[src/rtl/mips_pkg.sv]
// rtl/mips_pkg.sv - shared MIPS pipeline widths and write-back select encoding
package mips_pkg;

    localparam int DATA_W     = 32;
    localparam int REG_ADDR_W = 5;
    localparam int WB_SEL_W   = 2;
    localparam int RETIRE_W   = 32;

    typedef enum logic [WB_SEL_W-1:0] {
        WB_SEL_ALU = 2'd0,
        WB_SEL_MEM = 2'd1,
        WB_SEL_PC  = 2'd2
    } wb_sel_e;

    // Link instructions override loads: is_write_pc has priority over is_MemtoReg.
    function automatic wb_sel_e wb_sel_decode(input logic is_write_pc, input logic is_mem_to_reg);
        wb_sel_e sel;
        sel = WB_SEL_ALU;
        if (is_write_pc) begin
            sel = WB_SEL_PC;
        end else if (is_mem_to_reg) begin
            sel = WB_SEL_MEM;
        end
        return sel;
    endfunction

endpackage

[src/rtl/wb_select.sv]
// rtl/wb_select.sv - combinational 3:1 write-back data mux
module wb_select #(
    parameter int DATA_W = mips_pkg::DATA_W
) (
    input  logic [1:0]        i_sel,
    input  logic [DATA_W-1:0] i_alu,
    input  logic [DATA_W-1:0] i_mem,
    input  logic [DATA_W-1:0] i_pc,
    output logic [DATA_W-1:0] o_data
);
    import mips_pkg::*;

    // Pick the write-back source; the unused encoding falls back to the ALU path.
    always_comb begin
        o_data = i_alu;
        case (i_sel)
            WB_SEL_MEM: o_data = i_mem;
            WB_SEL_PC:  o_data = i_pc;
            default:    o_data = i_alu;
        endcase
    end

endmodule

[src/rtl/mem_wb_latch.sv]
// rtl/mem_wb_latch.sv - MEM/WB pipeline register with flush/stall and optional RETIRE_COUNT_EN retire counter
module mem_wb_latch #(
    parameter int DATA_W     = mips_pkg::DATA_W,
    parameter int REG_ADDR_W = mips_pkg::REG_ADDR_W
) (
    input  logic                  clk,
    input  logic                  i_rst_n,
    input  logic                  i_enable,
    input  logic                  i_flush,
    input  logic                  i_valid,
    input  logic [DATA_W-1:0]     i_output_mem,
    input  logic [DATA_W-1:0]     i_ALU_res,
    input  logic [DATA_W-1:0]     i_pc_to_reg,
    input  logic [REG_ADDR_W-1:0] i_addr_reg_dst,
    input  logic                  is_RegWrite,
    input  logic                  is_MemtoReg,
    input  logic                  is_write_pc,
    output logic [DATA_W-1:0]     o_wb_data,
    output logic [REG_ADDR_W-1:0] o_addr_reg_dst,
    output logic                  os_RegWrite,
    output logic                  o_valid,
    output logic [31:0]           o_retired
);
    import mips_pkg::*;

    wb_sel_e               wb_sel;
    logic [DATA_W-1:0]     wb_data_mux;
    logic                  reg_write_cap;

    logic [DATA_W-1:0]     wb_data_d,  wb_data_q;
    logic [REG_ADDR_W-1:0] reg_dst_d,  reg_dst_q;
    logic                  reg_write_d, reg_write_q;
    logic                  valid_d,    valid_q;

    // Decode the write-back source and suppress writes that can never land (bubble slot or r0).
    always_comb begin
        wb_sel        = wb_sel_decode(is_write_pc, is_MemtoReg);
        reg_write_cap = is_RegWrite & i_valid & (i_addr_reg_dst != '0);
    end

    // Select happens ahead of the register so o_wb_data comes straight from a flop.
    wb_select #(
        .DATA_W (DATA_W)
    ) u_wb_select (
        .i_sel  (wb_sel),
        .i_alu  (i_ALU_res),
        .i_mem  (i_output_mem),
        .i_pc   (i_pc_to_reg),
        .o_data (wb_data_mux)
    );

    // Next-state: flush beats stall, stall holds everything, otherwise capture.
    always_comb begin
        wb_data_d   = wb_data_q;
        reg_dst_d   = reg_dst_q;
        reg_write_d = reg_write_q;
        valid_d     = valid_q;
        if (i_flush) begin
            wb_data_d   = '0;
            reg_dst_d   = '0;
            reg_write_d = 1'b0;
            valid_d     = 1'b0;
        end else if (i_enable) begin
            wb_data_d   = wb_data_mux;
            reg_dst_d   = i_addr_reg_dst;
            reg_write_d = reg_write_cap;
            valid_d     = i_valid;
        end
    end

    // Pipeline register; reset leaves a bubble, so nothing held before reset survives it.
    always_ff @(posedge clk or negedge i_rst_n) begin
        if (!i_rst_n) begin
            wb_data_q   <= '0;
            reg_dst_q   <= '0;
            reg_write_q <= 1'b0;
            valid_q     <= 1'b0;
        end else begin
            wb_data_q   <= wb_data_d;
            reg_dst_q   <= reg_dst_d;
            reg_write_q <= reg_write_d;
            valid_q     <= valid_d;
        end
    end

    // Outputs are the register contents directly.
    always_comb begin
        o_wb_data      = wb_data_q;
        o_addr_reg_dst = reg_dst_q;
        os_RegWrite    = reg_write_q;
        o_valid        = valid_q;
    end

`ifdef RETIRE_COUNT_EN
    logic [RETIRE_W-1:0] retired_d, retired_q;

    // Count every real instruction that actually advances into write-back; wraps silently.
    always_comb begin
        retired_d = retired_q;
        if (!i_flush && i_enable && i_valid) begin
            retired_d = retired_q + 1'b1;
        end
    end

    // Retire counter register.
    always_ff @(posedge clk or negedge i_rst_n) begin
        if (!i_rst_n) begin
            retired_q <= '0;
        end else begin
            retired_q <= retired_d;
        end
    end

    // Expose the count.
    always_comb begin
        o_retired = retired_q;
    end
`else
    // Counter disabled: constant zero, no state.
    always_comb begin
        o_retired = '0;
    end
`endif

endmodule
[config.mk]
export PLATFORM = sky130hd
export DESIGN_NAME = mem_wb_latch
export DESIGN_NICKNAME = d
export VERILOG_FILES = /design/src/rtl/mips_pkg.sv /design/src/rtl/wb_select.sv /design/src/rtl/mem_wb_latch.sv
export SDC_FILE = /design/constraint.sdc
export NUM_CORES = 1
export LEC_CHECK = 0
export ABC_AREA = 1
export CAP_MARGIN = 10
export CORE_UTILIZATION = 31
export CTS_BUF_LIST = sky130_fd_sc_hd__clkbuf_16
export DETAILED_ROUTE_END_ITERATION = 8
export GPL_TIMING_DRIVEN = 0
export PLACE_DENSITY_LB_ADDON = 0.25
export SYNTH_ARGS = -nofsm -noshare
export SYNTH_HDL_FRONTEND = slang
export SYNTH_SLANG_ARGS = --single-unit
[constraint.sdc]
create_clock -name clk -period 0.8 [get_ports clk]
set_input_delay 0.16 -clock clk [delete_from_list [all_inputs] [get_ports clk]]
set_output_delay 0.16 -clock clk [all_outputs]
set_load 0.02 [all_outputs]
==> summary.txt <==
Final std cells w/o fill - 653
HPWL after DPL - 5.74 mm
Multi-input gate area - 1170 um^2
Largest net degree at the start of global routing - 40
Drt first pass iters - 4
Crit path buffers/inverters - 1
Vias in the first global route - 2742
Num ports - 180
CP endpoint kind - primary output
Pleak - 2.41 nW
Placed Cells - 620
Peak VDD IR - 1130 uV
Worst-Skew Late Latency - 280 ps
Starting density of the core - 0.325
Max-slew violations - 0
Routed Antenna Nets - 0
Register area - 976 um^2
Failing checks - hold timing, setup timing
Worst slack at placement - -737 ps
Crit share post-route - 1.24
Netlist cell types - 17
Post-cts hold buffer count - 0
Share of cells above drive strength 1 - 0.249
Fin worst setup slack - -189 ps
Worst min-delay path class - input port to async pin
Worst-path cell chain - buf_6
Max Clk Rate - 1.01 GHz
# diodes - 0
Hold slack - -4.33 ps
Mapped Cells - 345
Rel. slew slack - 0.413
Startpoint class of the critical path - flip-flop
Final WL - 7.84 mm
Worst-path clk slew - 60 ps
Port bufs - 145
DR WL/cell - 12.0 um
Fillers - 654
Power Total - 6.72 mW
Placer Congestion - 0.794
Initial antenna violation count - 0
Mean post-synth cell area - 6.95 um^2
YS warnings - 0
Seq/Total Area, Yosys - 0.407
Synth-to-Final Area Change - 92.1%
Initial DRC count - 54
Delay-heaviest family, CP - flip-flops
Die height - 89.9 um
Cell row count - 31
Clk sinks - 39
Seq cells post-synth - 39
Area of the core - 7370 um^2
Worst-path maximum fanout - 2
Final Util - 0.625
Mapped Area - 2400 um^2
Via density per instance - 4.32
Grt ovf - 0
Total track usage - 0.200
RSZ-0062 raised after global routing - yes
Remaining DRCs - 0
Max-cap viol count - 0
Die width - 89.9 um
Min cycle time layout - 989 ps
Final Hold Vio Count - 2
Crit path required time - 640 ps
CTS buffer count - 5
Total negative slack - -6520 ps
Full die area - 8090 um^2
Setup-failing EPs final - 39
CTS tree - yes
CP Data Arrival Time - 830 ps
Setup Skew - 0 ps
CTS Buffer Depth - 2
Power density cells - 1460 nW/um^2
Worst-Margin Slew - 881 ps
Critical path's slowest cell - dfrtp_1
Root Buffer - clkbuf_16
Crit Path Class - flip-flop to primary output
Outcome - complete, but fails checks
Nets - 662
Vias - 2818
First-pass GRT wire length - 13.0 mm
Crit-path max cell delay - 410 ps
H-tree Lvls - 2
R2r setup slk - 30 ps
## per-layer routing
layer | global-route usage | vias up | wire, um
li1 | - | 1441 | -
met1 | 0.235 | 1264 | 3340
met2 | 0.365 | 109 | 3860
met3 | 0.0584 | 4 | 613
met4 | 0.0363 | 0 | 35
met5 | 0 | - | 0
## area by class of cell
cell class              count  share of cell area
clock buffers               5              0.0272
well taps                  99              0.0269
plain buffers              53              0.0921
repair buffers            170               0.366
clock inverters             3              0.0147
multi-input cells         276               0.254
inverters                   8             0.00652
flip-flops and latches     39               0.212
## report_power, final
group / internal, mW / switching, mW / leakage (nW)
registers: 2.09 / 0.0899 / 0.522
clock network: 1.79 / 0.810 / 0.0900
logic: 1.09 / 0.852 / 1.80
## stage by stage
step	hold slack, ps	instance area, um^2
finish	-4.33	4600
global route	73.8	4600
CTS	28.0	4510
detailed placement	332	4110
global placement	461	4110
floorplan	-136	2530
## flip-flops by register name, summed over array words and instances, names as in the netlist
| register | flops |
|---|---|
| o_wb_data | 32 |
| o_valid | 1 |
| o_addr_reg_dst | 5 |
| os_RegWrite | 1 |
## worst paths after layout
check	startpoint	end	cells past startpoint
worst min register to register	o_wb_data[21]	o_wb_data[21]	2
worst min-delay path	i_rst_n	o_addr_reg_dst[1]	1
worst max register to register	o_wb_data[16]	o_wb_data[16]	3
max in group asynchronous	i_rst_n	o_wb_data[31]	1
min in group clk	is_write_pc	o_wb_data[20]	5
worst max-delay path	o_addr_reg_dst[0]	o_addr_reg_dst[0]	1
## cell usage in the layout (no fill, tap or decap), types with 3 or more instances in the layout
cell type        instances
inv_1                    6
buf_4                   56
nand3_1                 64
nand2_2                  4
buf_6                   49
clkbuf_4                 3
nand2_1                164
conb_1                  32
clkbuf_16                5
buf_2                    8
o21ai_1                  3
clkdlybuf4s50_1        103
nor2_4                   3
dfrtp_1                 39
## kinds of logic after synthesis
logic type,synth area share
AOI/OAI and AO/OA,0.0157
buffers and inverters,0.163
DFF,0.407
other,0.00156
and+or+nand+nor,0.413
## cell usage after synthesis (all sizes together)
master / number / area [um^2]
a22o: 2 / 17.5
buf: 52 / 357
clkbuf: 1 / 3.75
conb: 1 / 3.75
dfrtp: 39 / 976
inv: 8 / 30.0
nand2: 168 / 631
nand3: 64 / 320
nand4: 1 / 6.26
nor2: 4 / 27.5
nor3: 1 / 5.00
o21ai: 4 / 20.0
## timing repair
action | 4_1_cts | 5_1_grt
setup endpoints to repair | 78 | 77
setup buffers | 13 | 13
pin swaps | 2 | 4
gates cloned | 3 | 0
gates resized for setup | 250 | 18
Note: power is estimated with default switching activity, not from simulation.
